File: config.mk
export PLATFORM = sky130hd
export DESIGN_NAME = nv_nvdla_nocif_dram_wr_cpl
export DESIGN_NICKNAME = d
export VERILOG_FILES = /design/src/rtl/nv_nvdla_nocif_pkg.sv /design/src/rtl/nv_nvdla_nocif_os_ctr.sv /design/src/rtl/nv_nvdla_nocif_dram_wr_cpl.sv
export SDC_FILE = /design/constraint.sdc
export NUM_CORES = 1
export LEC_CHECK = 0
export CAP_MARGIN = 40
export CORE_UTILIZATION = 40
export DETAILED_ROUTE_END_ITERATION = 16
export SKIP_CTS_REPAIR_TIMING = 1
export SYNTH_ARGS = -nofsm -noshare
export SYNTH_HDL_FRONTEND = slang
export SYNTH_SLANG_ARGS = --single-unit
File: constraint.sdc
create_clock -name nvdla_core_clk -period 3.49 [get_ports nvdla_core_clk]
set_input_delay 0.698 -clock nvdla_core_clk [delete_from_list [all_inputs] [get_ports nvdla_core_clk]]
set_output_delay 0.698 -clock nvdla_core_clk [all_outputs]
set_load 0.1 [all_outputs]
File: src/rtl/nv_nvdla_nocif_pkg.sv
// Shared constants and helpers for the NOCIF DRAM write path.
// Client indices travel in the low nibble of the AXI id.
package nv_nvdla_nocif_pkg;

    localparam int NOCIF_CLIENT_IDX_W   = 4;
    localparam int NOCIF_OS_CNT_W       = 9;
    localparam int NOCIF_MAX_WR_CLIENTS = 5;
    localparam int NOCIF_OS_CNT_MAX     = 256;

    function automatic logic nocif_idx_ok(input logic [NOCIF_CLIENT_IDX_W-1:0] idx,
                                          input int num_clients);
        return int'(idx) < num_clients;
    endfunction

endpackage

File: src/rtl/nv_nvdla_nocif_os_ctr.sv
// Saturating up/down outstanding counter: holds at MAX_VAL and at zero,
// flagging the blocked increment (ovf) or decrement (unf) for that cycle.
module nv_nvdla_nocif_os_ctr #(
    parameter int CNT_W   = 9,
    parameter int MAX_VAL = 256
) (
    input  logic             clk,
    input  logic             rst_n,
    input  logic             inc,
    input  logic             dec,
    output logic [CNT_W-1:0] cnt,
    output logic             ovf,
    output logic             unf
);

    localparam logic [CNT_W-1:0] CNT_MAX = CNT_W'(MAX_VAL);

    logic [CNT_W-1:0] cnt_q;
    logic [CNT_W-1:0] cnt_d;

    always_comb begin
        cnt_d = cnt_q;
        ovf   = 1'b0;
        unf   = 1'b0;
        if (inc && !dec) begin
            if (cnt_q == CNT_MAX) ovf = 1'b1;
            else                  cnt_d = cnt_q + CNT_W'(1);
        end else if (dec && !inc) begin
            if (cnt_q == '0) unf = 1'b1;
            else             cnt_d = cnt_q - CNT_W'(1);
        end
    end

    always_ff @(posedge clk or negedge rst_n) begin
        if (!rst_n) cnt_q <= '0;
        else        cnt_q <= cnt_d;
    end

    assign cnt = cnt_q;

endmodule

File: src/rtl/nv_nvdla_nocif_dram_wr_cpl.sv
// Write-completion tracker: counts outstanding AXI write bursts globally and per
// client, throttles the arbiter, and turns B responses into client completion pulses.
module nv_nvdla_nocif_dram_wr_cpl
    import nv_nvdla_nocif_pkg::*;
#(
    parameter int NUM_CLIENTS = NOCIF_MAX_WR_CLIENTS,
    parameter int CNT_W       = NOCIF_OS_CNT_W
) (
    input  logic                   nvdla_core_clk,
    input  logic                   nvdla_core_rstn,
    input  logic [7:0]             reg2dp_wr_os_cnt,
    input  logic                   aw_fire,
    input  logic [7:0]             aw_id,
    input  logic                   noc2mcif_axi_b_bvalid,
    output logic                   noc2mcif_axi_b_bready,
    input  logic [7:0]             noc2mcif_axi_b_bid,
    output logic                   wr_os_stall,
    output logic [NUM_CLIENTS-1:0] mcif2client_wr_rsp_complete,
    output logic                   wr_cpl_err,
    output logic                   wr_cpl_idle
);

    localparam int IW = NOCIF_CLIENT_IDX_W;

    logic [IW-1:0]          aw_idx;
    logic [IW-1:0]          b_idx;
    logic                   aw_idx_ok;
    logic                   b_idx_ok;
    logic                   b_cl_nz;
    logic                   b_acc;
    logic                   aw_ok;
    logic                   b_ok;
    logic [NUM_CLIENTS-1:0] cl_inc;
    logic [NUM_CLIENTS-1:0] cl_dec;
    logic [NUM_CLIENTS-1:0] cl_ovf;
    logic [NUM_CLIENTS-1:0] cl_unf;
    logic [CNT_W-1:0]       cl_cnt [NUM_CLIENTS];
    logic [CNT_W-1:0]       os_cnt;
    logic                   os_ovf;
    logic                   os_unf;
    logic [CNT_W-1:0]       os_limit;

    logic                   bready_q, bready_d;
    logic                   err_q, err_d;
    logic [NUM_CLIENTS-1:0] cpl_q, cpl_d;

    logic                   unused_id_hi;
    assign unused_id_hi = ^{aw_id[7:IW], noc2mcif_axi_b_bid[7:IW]};

    // A B response is honoured only for a known client that still has a burst in flight.
    always_comb begin
        aw_idx    = aw_id[IW-1:0];
        b_idx     = noc2mcif_axi_b_bid[IW-1:0];
        aw_idx_ok = nocif_idx_ok(aw_idx, NUM_CLIENTS);
        b_idx_ok  = nocif_idx_ok(b_idx, NUM_CLIENTS);
        b_cl_nz   = 1'b0;
        for (int i = 0; i < NUM_CLIENTS; i++) begin
            if (b_idx == IW'(i)) b_cl_nz = (cl_cnt[i] != '0);
        end
        b_acc = noc2mcif_axi_b_bvalid & bready_q;
        aw_ok = aw_fire & aw_idx_ok;
        b_ok  = b_acc & b_idx_ok & b_cl_nz;
        for (int i = 0; i < NUM_CLIENTS; i++) begin
            cl_inc[i] = aw_ok & (aw_idx == IW'(i));
            cl_dec[i] = b_ok & (b_idx == IW'(i));
        end
        cpl_d    = cl_dec;
        bready_d = 1'b1;
    end

    always_comb begin
        err_d = err_q
              | (aw_fire & ~aw_idx_ok)
              | (b_acc & ~b_ok)
              | os_ovf | os_unf
              | (|cl_ovf) | (|cl_unf);
    end

    nv_nvdla_nocif_os_ctr #(
        .CNT_W   (CNT_W),
        .MAX_VAL (NOCIF_OS_CNT_MAX)
    ) u_os_ctr (
        .clk   (nvdla_core_clk),
        .rst_n (nvdla_core_rstn),
        .inc   (aw_ok),
        .dec   (b_ok),
        .cnt   (os_cnt),
        .ovf   (os_ovf),
        .unf   (os_unf)
    );

    for (genvar gi = 0; gi < NUM_CLIENTS; gi++) begin : g_cl_ctr
        nv_nvdla_nocif_os_ctr #(
            .CNT_W   (CNT_W),
            .MAX_VAL (NOCIF_OS_CNT_MAX)
        ) u_cl_ctr (
            .clk   (nvdla_core_clk),
            .rst_n (nvdla_core_rstn),
            .inc   (cl_inc[gi]),
            .dec   (cl_dec[gi]),
            .cnt   (cl_cnt[gi]),
            .ovf   (cl_ovf[gi]),
            .unf   (cl_unf[gi])
        );
    end

    always_ff @(posedge nvdla_core_clk or negedge nvdla_core_rstn) begin
        if (!nvdla_core_rstn) begin
            bready_q <= 1'b0;
            cpl_q    <= '0;
            err_q    <= 1'b0;
        end else begin
            bready_q <= bready_d;
            cpl_q    <= cpl_d;
            err_q    <= err_d;
        end
    end

    // Limit is value+1, so the compare is widened before the add to reach 256.
    assign os_limit    = CNT_W'(reg2dp_wr_os_cnt) + CNT_W'(1);
    assign wr_os_stall = (os_cnt >= os_limit);

    assign noc2mcif_axi_b_bready       = bready_q;
    assign mcif2client_wr_rsp_complete = cpl_q;
    assign wr_cpl_err                  = err_q;
    assign wr_cpl_idle                 = (os_cnt == '0) && (cpl_q == '0);

endmodule

==> results.py, run 1 <==
metrics = {
    "status": {
        "run_status": "finished, final reports clean",
    },
    "cells_and_area": {
        "final_common_cell": "buf_4",
        "flow.area_growth_from_synthesis_pct": 40.6,
        "fin_nets": 752,
        "post_layout_nonfiller_instances": 816,
        "final_util_pct": 57.6,
        "final_cell_mix": "buf_4 (126), dfrtp_1 (61), nor2_1 (50)",
        "proportion_of_layout_cells_with_a_drive_suffix_above_1_pct": 31.7,
        "antenna-diode-count": 0,
        "final_layout_fill_cell_count": 1024,
    },
    "synthesis": {
        "synth.ff_latch_count": 61,
        "post_synth_main_area_contributors": "dfrtp_1 (31%), ha_1 (14%), xnor2_1 (7.3%), nor2_1 (4.0%), mux2_1 (3.7%)",
        "sequential_to_total_area_share_from_yosys_stat_pct": 31.1,
        "synth-edff-count": 0,
        "synth_flop_cell": "dfrtp_1",
        "synthesis.area_per_instance_um2": 9.78,
        "synth_nets": 588,
        "yosysWarningCount": 0,
        "synth_area_mm2": 0.00490,
        "synthArstFlopShare_pct": 100,
        "synthDistinctLibCells": 58,
        "synth_cells": 501,
        "netlist.area_leader.share_pct": 31.1,
        "yosysTopAreaCell": "dfrtp_1",
    },
    "power": {
        "total_leakage_power_nw": 3.21,
        "net_switching_share_of_the_total_power_pct": 38.6,
        "power-per-cell-area_mw_per_mm2": 852,
        "power.clock.fraction_pct": 15.0,
        "total_power_mw": 5.87,
        "pwr-share-seq_pct": 23.0,
        "cellInternalPower_mw": 3.61,
        "share_comb_of_total_power_pct": 62.0,
        "total_net_switching_power_mw": 2.26,
        "worst_ir_drop_vdd_mv": 0.439,
    },
    "timing": {
        "final.period_utilization_pct": 96.9,
        "final_period_minus_worst_setup_slack_ns": 3.38,
        "finClkSkew_ns": 0.00489,
        "maxClockFrequency_mhz": 296,
        "final_max_slew_viol_count": 0,
        "hold_violations": 0,
        "setup_ws_ns": 0.110,
        "setup_viol_count_final": 0,
    },
    "grt": {
        "number_of_antenna_violations_at_the_first_check_in_global_routing": 0,
        "grt.total_usage_pct": 19.8,
        "grt-ovfl-total": 0,
        "vias_in_the_first_global_route": 4427,
        "grt_start_max_net_pins": 62,
        "wire_length_of_the_first_global_routing_pass_um": 20200,
    },
    "drt": {
        "detail_route.vias_per_cell": 5.23,
        "antenna_left": 0,
        "drt_first_iter_violations": 173,
        "dr.pass1.iters": 4,
        "route.detailed.drc": 0,
        "detail_routed_net_length_per_standard_cell_um": 14.2,
        "wirelength_um": 11600,
        "detailroute.via_count": 4270,
    },
    "floorplanning": {
        "start_util_pct": 41.0,
        "core-area_mm2": 0.0120,
        "boundaryPins": 37,
        "die-area_mm2": 0.0127,
        "die_height_um": 113,
        "placementRows": 40,
        "die_boundary_width_um": 113,
    },
    "worst_setup_path": {
        "critical_path_class": "reg -> reg",
        "cp_num_cells": 10,
        "setup.worst_path.start_class": "flop",
        "crit_family": "compound AO/OA/AOI/OAI gates",
        "cp.arrival_ns": 3.63,
        "critical_path.endpoint_type": "flop",
        "timing.critical_path.required_ns": 3.74,
        "rr_endpoint": "g_cl_ctr[4].u_cl_ctr.cnt[8]",
        "worst-path-buf-inv": 1,
        "crit_path_cell_trace": "or4_4 > o41a_1 > a21o_4 > buf_4 > ha_1 > o2111ai_1 > nand3_1 > o41ai_2 > mux2_2 > mux2i_1",
        "crit_fanout": 5,
        "worst_setup_path_endpoint": "g_cl_ctr[4].u_cl_ctr.cnt[8]",
        "critPathLaunch": "g_cl_ctr[4].u_cl_ctr.cnt[5]",
        "ff2ff_path_depth": 10,
        "critical_path.reg2reg.startpoint": "g_cl_ctr[4].u_cl_ctr.cnt[5]",
        "cpMaxStageDelayCell": "or4_4",
        "critical_path.max_stage_delay_ns": 0.59,
        "r2r_setup_slack_ns": 0.11,
    },
    "clock_network": {
        "cts.htree.levels": 3,
        "clockBufferDepth": 2,
        "clkSlewWorstSetupHoldPaths_ns": 0.05,
        "clock_sink_count": 61,
        "cts_tree": "yes",
        "cts_inserted_buffers": 9,
        "clock_insertion_delay_at_the_later_pin_of_the_skew_report_ns": 0.33,
        "cts_root_buffer": "clkbuf_16",
    },
    "placement": {
        "port_buffers": 28,
        "gp_congestion": 0.795,
        "detailed_place_hpwl_um": 8760,
        "preCtsSetupSlack_ns": -0.485,
        "dp.cells": 796,
    },
    "run": {
        "cap_viol_max_count": 0,
    },
    "hold_path": {
        "worstHoldPathType": "in -> async",
    },
}
-- routing by layer --
layer | part of all wire [%] | wire [um] | GRT usage [%] | vias to the layer above
li1 | - | - | - | 2159
met1 | 47 | 5480 | 25.4 | 2055
met2 | 49 | 5710 | 33.9 | 42
met3 | 1.8 | 212 | 2.14 | 14
met4 | 1.8 | 212 | 8.09 | 0
met5 | 0 | 0 | 0 | -
-- layout make-up --
class / count / area [um2] / area share [%]
flip-flops and latches: 61 / 1530 / 22.1
well taps: 147 / 184 / 2.67
clock buffers: 15 / 298 / 4.32
multi-input cells: 413 / 3490 / 50.7
inverters: 25 / 93.8 / 1.36
repair buffers: 155 / 1300 / 18.8
-- synth_stat cells, types with 2 or more instances --
cell and instances:
nor3_1 14, a21boi_0 2, nor4_1 11, or3_1 3, dfrtp_1 61, xor2_1 10, nand3_1 22, nand2_1 20
nand3b_1 2, mux2_2 13, mux2_1 16, o21a_1 3, o41a_1 3, nor3b_1 2, mux2i_1 12, and3_1 6
o21bai_1 2, a31oi_1 2, nand2b_1 4, a211oi_1 7, or2_1 2, nor2b_1 11, fa_1 6, nand4b_1 3
nor2_1 52, inv_1 25, xnor2_1 41, o2111ai_1 2, a21oi_1 13, a21oi_2 2, or4_4 2, nand4_1 3
ha_1 53, mux2_4 7, a21o_1 9, o21ai_0 18, o41ai_1 10, o21ai_1 4, and2_1 4
-- power by group through the flow --
stage          Combinational (mW)  Clock, mW  Sequential (mW)
4_1_cts                      3.43      0.898             1.34
2_1_floorplan                2.28          0             1.26
3_3_place_gp                 3.26          0             1.33
6_report                     3.64      0.881             1.35
3_5_place_dp                 3.40          0             1.34
5_1_grt                      4.07      0.925             1.41
-- stage by stage --
| stage | TNS [ns] | hold WS, ns | cell area, um2 |
|---|---|---|---|
| after floorplan | 0 | 0.402 | 4930 |
| after global placement | -7.33 | 0.462 | 6270 |
| after detailed placement | -8.30 | 0.462 | 6330 |
| after CTS | -1.23 | 0.395 | 6630 |
| after global routing | -0.0688 | 0.410 | 6890 |
| final | 0 | 0.376 | 6890 |
-- state kept, by name, summed over array words and instances (netlist names) --
signal / flops
wr_cpl_err: 1
g_cl_ctr.u_cl_ctr.cnt: 45
noc2mcif_axi_b_bready: 1
mcif2client_wr_rsp_complete: 5
u_os_ctr.cnt: 9
-- logic make-up after synthesis --
group                    Yosys count  share of synthesized area (%)
AO/OA/AOI/OAI                     84                           12.3
XOR/XNOR                          51                           9.11
adder cells (fa/ha/maj)           59                           16.0
buffers and inverters             27                           2.25
flip-flops                        61                           31.1
multiplexers                      48                           11.3
other                              1                         0.0765
AND/OR/NAND/NOR                  170                           17.9
-- worst min path at each step --
stage	endpoint	slack (ns)	cells after the start
after floorplan	g_cl_ctr[0].u_cl_ctr.cnt[0]	0.40	0
after global routing	u_os_ctr.cnt[1]	0.41	2
after global placement	g_cl_ctr[0].u_cl_ctr.cnt[8]	0.46	1
after CTS	u_os_ctr.cnt[1]	0.40	2
after detailed placement	g_cl_ctr[0].u_cl_ctr.cnt[8]	0.46	1
final	u_os_ctr.cnt[1]	0.38	2
-- worst reg2reg max path, cell delays in order (launching register included) --
cell	delay (ns)
dfrtp_1	0.43
or4_4	0.60
o41a_1	0.43
a21o_4	0.24
buf_4	0.13
ha_1	0.29
o2111ai_1	0.11
nand3_1	0.15
o41ai_2	0.43
mux2_2	0.38
mux2i_1	0.12
Power figures use the tool's default switching activity.
==> inputs of run 2 (changes only) <==
--- a/config.mk
+++ b/config.mk
@@ -5,6 +5,7 @@
 export SDC_FILE = /design/constraint.sdc
 export NUM_CORES = 1
 export LEC_CHECK = 0
+export ABC_AREA = 0
 export CAP_MARGIN = 40
 export CORE_UTILIZATION = 40
 export DETAILED_ROUTE_END_ITERATION = 16
==> constraint.sdc (replaced) <==
create_clock -name nvdla_core_clk -period 4.2 [get_ports nvdla_core_clk]
set_input_delay 0.84 -clock nvdla_core_clk [delete_from_list [all_inputs] [get_ports nvdla_core_clk]]
set_output_delay 0.84 -clock nvdla_core_clk [all_outputs]
set_load 0.1 [all_outputs]
==> run 2 against run 1 <==
Combinational power decreased by 33%. Clock power decreased by 3.4%. Hold slack improved by 0.017 ns. Cell count decreased by 10%. Critical path type is now in -> out. First-iteration DRC count decreased by 46%. Register-to-register slack improved by 0.62 ns. Highest routed layer unchanged. Sequential power decreased by 19%. Non-clock buffer count decreased by 85. Critical endpoint is now wr_os_stall. Flip-flop and latch count unchanged. Utilization decreased by 6.7 points.
==> results.py, run 2 (same netlist as run 1, synthesis figures left out) <==
metrics = {
    "timing": {
        "hold_violations": 0,
        "final.period_utilization_pct": 93.7,
        "setup_viol_count_final": 0,
        "finClkSkew_ns": 0.00346,
        "maxClockFrequency_mhz": 254,
        "final_max_slew_viol_count": 0,
        "totalNegativeSetupSlack_ns": 0,
        "relSlewSlack_pct": 59.8,
        "setup_repair_after_global_routing_missed_its_margin": "no",
        "worst-slew-pin-transition_ns": 0.598,
        "final_period_minus_worst_setup_slack_ns": 3.94,
    },
    "worst_setup_path": {
        "setup.worst_path.start_class": "primary input",
        "timing.critical_path.required_ns": 3.36,
        "r2r_setup_slack_ns": 0.73,
        "critical_path_class": "in -> out",
        "cp.arrival_ns": 3.10,
        "critical_path.endpoint_type": "output port",
        "crit_fanout": 4,
    },
    "placement": {
        "gp_congestion": 0.825,
        "placedInstanceArea_mm2": 0.00573,
        "port_buffers": 28,
        "detailed_place_hpwl_um": 7990,
    },
    "power": {
        "total_net_switching_power_mw": 1.68,
        "power-per-cell-area_mw_per_mm2": 719,
        "total_leakage_power_nw": 2.68,
        "power.clock.fraction_pct": 19.4,
        "worst_ir_drop_vdd_mv": 0.323,
        "cellInternalPower_mw": 2.70,
        "total_power_mw": 4.38,
        "net_switching_share_of_the_total_power_pct": 38.3,
        "share_comb_of_total_power_pct": 55.4,
        "pwr-share-seq_pct": 25.1,
    },
    "clock_network": {
        "clockBufferDepth": 2,
        "cts_root_buffer": "clkbuf_16",
        "cts_tree": "yes",
        "clkSlewWorstSetupHoldPaths_ns": 0.05,
        "cts.htree.levels": 3,
        "cts_inserted_buffers": 9,
        "clock_sink_count": 61,
        "clock_insertion_delay_at_the_later_pin_of_the_skew_report_ns": 0.32,
    },
    "run": {
        "cap_viol_max_count": 0,
    },
    "floorplanning": {
        "die-area_mm2": 0.0127,
        "boundaryPins": 37,
        "die_height_um": 113,
        "placementRows": 40,
        "start_util_pct": 41.0,
        "core-area_mm2": 0.0120,
        "die_boundary_width_um": 113,
    },
    "grt": {
        "vias_in_the_first_global_route": 4008,
        "grt-ovfl-total": 0,
        "grt_start_max_net_pins": 27,
        "wire_length_of_the_first_global_routing_pass_um": 17800,
        "number_of_antenna_violations_at_the_first_check_in_global_routing": 0,
        "grt.total_usage_pct": 17.2,
    },
    "drt": {
        "detail_routed_net_length_per_standard_cell_um": 13.6,
        "detail_route.vias_per_cell": 5.33,
        "route.detailed.drc": 0,
        "detailroute.via_count": 3901,
        "wirelength_um": 9980,
        "antenna_left": 0,
        "dr.pass1.iters": 4,
        "drt_first_iter_violations": 94,
    },
    "cells_and_area": {
        "fin_area_mm2": 0.00609,
        "final_common_cell": "dfrtp_1",
        "final_cell_mix": "dfrtp_1 (61), ha_1 (52), nor2_1 (51)",
        "number_of_flip_flops_in_the_largest_register": 45,
        "antenna-diode-count": 0,
        "fin_nets": 667,
        "proportion_of_layout_cells_with_a_drive_suffix_above_1_pct": 15.6,
        "final_layout_fill_cell_count": 1060,
        "flow.area_growth_from_synthesis_pct": 24.3,
    },
    "hold_path": {
        "worstHoldPathType": "in -> async",
    },
    "status": {
        "run_status": "finished, final reports clean",
    },
}
==> run 2: worst paths after layout <==
path                                                  to                         from  cells after the start
max                                          wr_os_stall          reg2dp_wr_os_cnt[0]                     11
min                          g_cl_ctr[3].u_cl_ctr.cnt[6]              nvdla_core_rstn                      1
max reg2reg                  g_cl_ctr[3].u_cl_ctr.cnt[8]  g_cl_ctr[3].u_cl_ctr.cnt[5]                     11
min reg2reg                  g_cl_ctr[0].u_cl_ctr.cnt[8]  g_cl_ctr[0].u_cl_ctr.cnt[8]                      1
max in group asynchronous                u_os_ctr.cnt[4]              nvdla_core_rstn                      3
min in group nvdla_core_clk  g_cl_ctr[0].u_cl_ctr.cnt[8]  g_cl_ctr[0].u_cl_ctr.cnt[8]                      1
==> run 2: stage by stage <==
step	util [%]	worst slack [ns]	std cells	hold WS, ns
floorplan	-	0.348	501	0.446
global placement	46.9	0.0593	707	0.464
detailed placement	47.9	0.0158	715	0.464
CTS	50.8	0.143	731	0.392
global route	50.9	0.0314	732	0.410
finish	50.9	0.264	732	0.394
==> run 2: area by class of cell <==
class	instances	area, um2	share of cell area, %
inverters	25	93.8	1.54
well taps	147	184	3.02
multi-input cells	413	3280	53.9
flip-flops and latches	61	1530	25.1
clock inverters	4	95.1	1.56
repair buffers	70	663	10.9
clock buffers	12	246	4.05
==> run 2: per-layer routing <==
layer | global-route usage, % | wire length [um] | vias up
met5 | 0 | 0 | -
li1 | - | - | 1998
met3 | 2.79 | 162 | 10
met2 | 29.5 | 4840 | 34
met4 | 4.80 | 127 | 0
met1 | 22.4 | 4850 | 1859
==> run 2: worst max-delay path, stage by stage <==
cell and delay, ns:
clkdlybuf4s50_1 0.52, ha_2 0.22, nand3_2 0.10, nor2_2 0.13, xnor2_1 0.13, ha_1 0.27
and3_1 0.15, a21oi_1 0.10, o21ai_1 0.09, o41a_1 0.36, buf_12 0.18
==> run 2: power by group through the flow <==
stage                     clock [mW]  combinational (mW)  sequential [mW]
after floorplan                    0                1.88             1.04
after global placement             0                2.34             1.10
after detailed placement           0                2.43             1.11
after CTS                      0.866                2.45             1.10
after global routing           0.890                2.77             1.14
final                          0.851                2.43             1.10
==> inputs of run 3 (changes only) <==
==> constraint.sdc (replaced) <==
create_clock -name nvdla_core_clk -period 3.3 [get_ports nvdla_core_clk]
set_input_delay 0.66 -clock nvdla_core_clk [delete_from_list [all_inputs] [get_ports nvdla_core_clk]]
set_output_delay 0.66 -clock nvdla_core_clk [all_outputs]
set_load 0.1 [all_outputs]
==> run 3 against run 2 <==
First-iteration DRC count increased by 65%. Die area unchanged. Wire length increased by 19%. Cell count increased by 13%.
==> results.py, run 3 (same netlist as run 1, synthesis figures left out) <==
metrics = {
    "power": {
        "worst_ir_drop_vdd_mv": 0.499,
        "total_leakage_power_nw": 3.29,
        "power-per-cell-area_mw_per_mm2": 897,
    },
    "cells_and_area": {
        "proportion_of_layout_cells_with_a_drive_suffix_above_1_pct": 35.4,
        "final_cell_mix": "buf_4 (142), dfrtp_1 (60), ha_1 (50)",
        "fin_nets": 761,
        "flow.area_growth_from_synthesis_pct": 42.7,
        "final_common_cell": "buf_4",
        "number_of_flip_flops_in_the_largest_register": 45,
    },
    "placement": {
        "detailed_place_hpwl_um": 9150,
        "gp_congestion": 0.878,
        "port_buffers": 28,
        "preCtsSetupSlack_ns": -0.638,
    },
    "floorplanning": {
        "core-area_mm2": 0.0120,
        "die_boundary_width_um": 113,
        "die_height_um": 113,
        "boundaryPins": 37,
        "die-area_mm2": 0.0127,
        "start_util_pct": 41.0,
        "placementRows": 40,
    },
    "clock_network": {
        "clock_insertion_delay_at_the_later_pin_of_the_skew_report_ns": 0.33,
        "clkSlewWorstSetupHoldPaths_ns": 0.05,
        "cts_tree": "yes",
        "cts_inserted_buffers": 9,
        "cts_root_buffer": "clkbuf_16",
        "cts.htree.levels": 3,
        "clockBufferDepth": 2,
        "clock_sink_count": 61,
    },
    "timing": {
        "finClkSkew_ns": 0.00770,
        "final.period_utilization_pct": 98.9,
        "setup_repair_after_global_routing_missed_its_margin": "yes",
        "totalNegativeSetupSlack_ns": 0,
        "final_period_minus_worst_setup_slack_ns": 3.26,
        "hold_violations": 0,
        "setup_ws_ns": 0.0354,
        "maxClockFrequency_mhz": 306,
        "setup_viol_count_final": 0,
        "final_max_slew_viol_count": 0,
    },
    "grt": {
        "number_of_antenna_violations_at_the_first_check_in_global_routing": 1,
        "wire_length_of_the_first_global_routing_pass_um": 19400,
        "vias_in_the_first_global_route": 4358,
        "grt-ovfl-total": 0,
        "grt_start_max_net_pins": 28,
        "grt.total_usage_pct": 18.9,
    },
    "hold_path": {
        "worstHoldPathType": "in -> async",
    },
    "drt": {
        "dr.pass1.iters": 4,
        "wirelength_um": 11900,
        "drt_first_iter_violations": 155,
        "antenna_left": 0,
        "route.detailed.drc": 0,
        "detail_routed_net_length_per_standard_cell_um": 14.3,
        "detailroute.via_count": 4283,
        "detail_route.vias_per_cell": 5.19,
    },
    "worst_setup_path": {
        "rr_endpoint": "g_cl_ctr[4].u_cl_ctr.cnt[8]",
        "critical_path.endpoint_type": "flop",
        "crit_fanout": 5,
        "timing.critical_path.required_ns": 3.54,
        "critical_path_class": "in -> reg",
        "r2r_setup_slack_ns": 0.06,
        "ff2ff_path_depth": 10,
        "critical_path.reg2reg.startpoint": "g_cl_ctr[4].u_cl_ctr.cnt[2]",
        "setup.worst_path.start_class": "primary input",
        "cp.arrival_ns": 3.50,
    },
    "run": {
        "cap_viol_max_count": 0,
    },
    "status": {
        "run_status": "finished, final reports clean",
    },
}
run 3: cell types whose count changed in the layout (fill, tap and decap cells not counted), sizes merged:
cell	before	now
diode	0	1
clkbuf	12	14
clkinvlp	0	2
clkdlybuf4s50	25	4
dlymetal6s2s	0	12
bufinv	3	0
buf	45	146
run 3: worst max-delay path by stage:
stage	startpoint	endpoint	slack (ns)	cells after the start
after CTS	reg2dp_wr_os_cnt[0]	wr_os_stall	-0.38	11
after global routing	g_cl_ctr[3].u_cl_ctr.cnt[4]	g_cl_ctr[3].u_cl_ctr.cnt[7]	-0.07	14
final	noc2mcif_axi_b_bid[0]	g_cl_ctr[4].u_cl_ctr.cnt[8]	0.04	11
after detailed placement	noc2mcif_axi_b_bid[2]	g_cl_ctr[4].u_cl_ctr.cnt[7]	-0.64	11
after floorplan	noc2mcif_axi_b_bid[1]	u_os_ctr.cnt[8]	0.004	13
after global placement	noc2mcif_axi_b_bid[0]	g_cl_ctr[0].u_cl_ctr.cnt[8]	-0.50	14
run 3: area by class of cell:
class	count	area (um2)
fill	1037	4970
multi-input combinational	413	3580
sequential	61	1530
timing repair buffer	164	1320
clock buffer	12	267
tap	147	184
inverter	25	93.8
clock inverter	3	20.0
antenna	1	2.50
run 3: critical path, cell delays in order:
cell            delay [ns]
dlymetal6s2s_1        0.15
or3b_4                0.44
o41a_1                0.41
a21o_1                0.21
ha_1                  0.32
nor2b_4               0.14
o2111ai_2             0.20
nand3_2               0.14
o41ai_4               0.34
mux2_4                0.33
mux2i_1               0.16
run 3: power by group:
part / switching, mW / internal, mW
registers: 0.364 / 1.08
logic: 1.79 / 2.16
clock network: 0.326 / 0.563
total: 2.48 / 3.80
run 3: per-stage QoR:
| stage | cells | utilization [%] | cell area [um2] | power, mW | hold slack (ns) |
|---|---|---|---|---|---|
| 6_report | 826 | 58.5 | 6990 | 6.28 | 0.187 |
| 4_1_cts | 816 | 55.4 | 6630 | 5.95 | 0.183 |
| 2_1_floorplan | 501 | - | 4940 | 3.74 | 0.364 |
| 5_1_grt | 826 | 58.5 | 6990 | 6.81 | 0.196 |
| 3_3_place_gp | 800 | 52.9 | 6320 | 4.85 | 0.464 |
| 3_5_place_dp | 801 | 53.0 | 6340 | 5.02 | 0.481 |
run 3: layer usage:
metal  track usage, %  part of all wire, %  vias up
met2             33.1                   51       35
li1                 -                    -     2184
met5                0                    0        -
met4             6.49                  1.2        0
met1             23.4                   45     2053
met3             3.59                  2.6       11
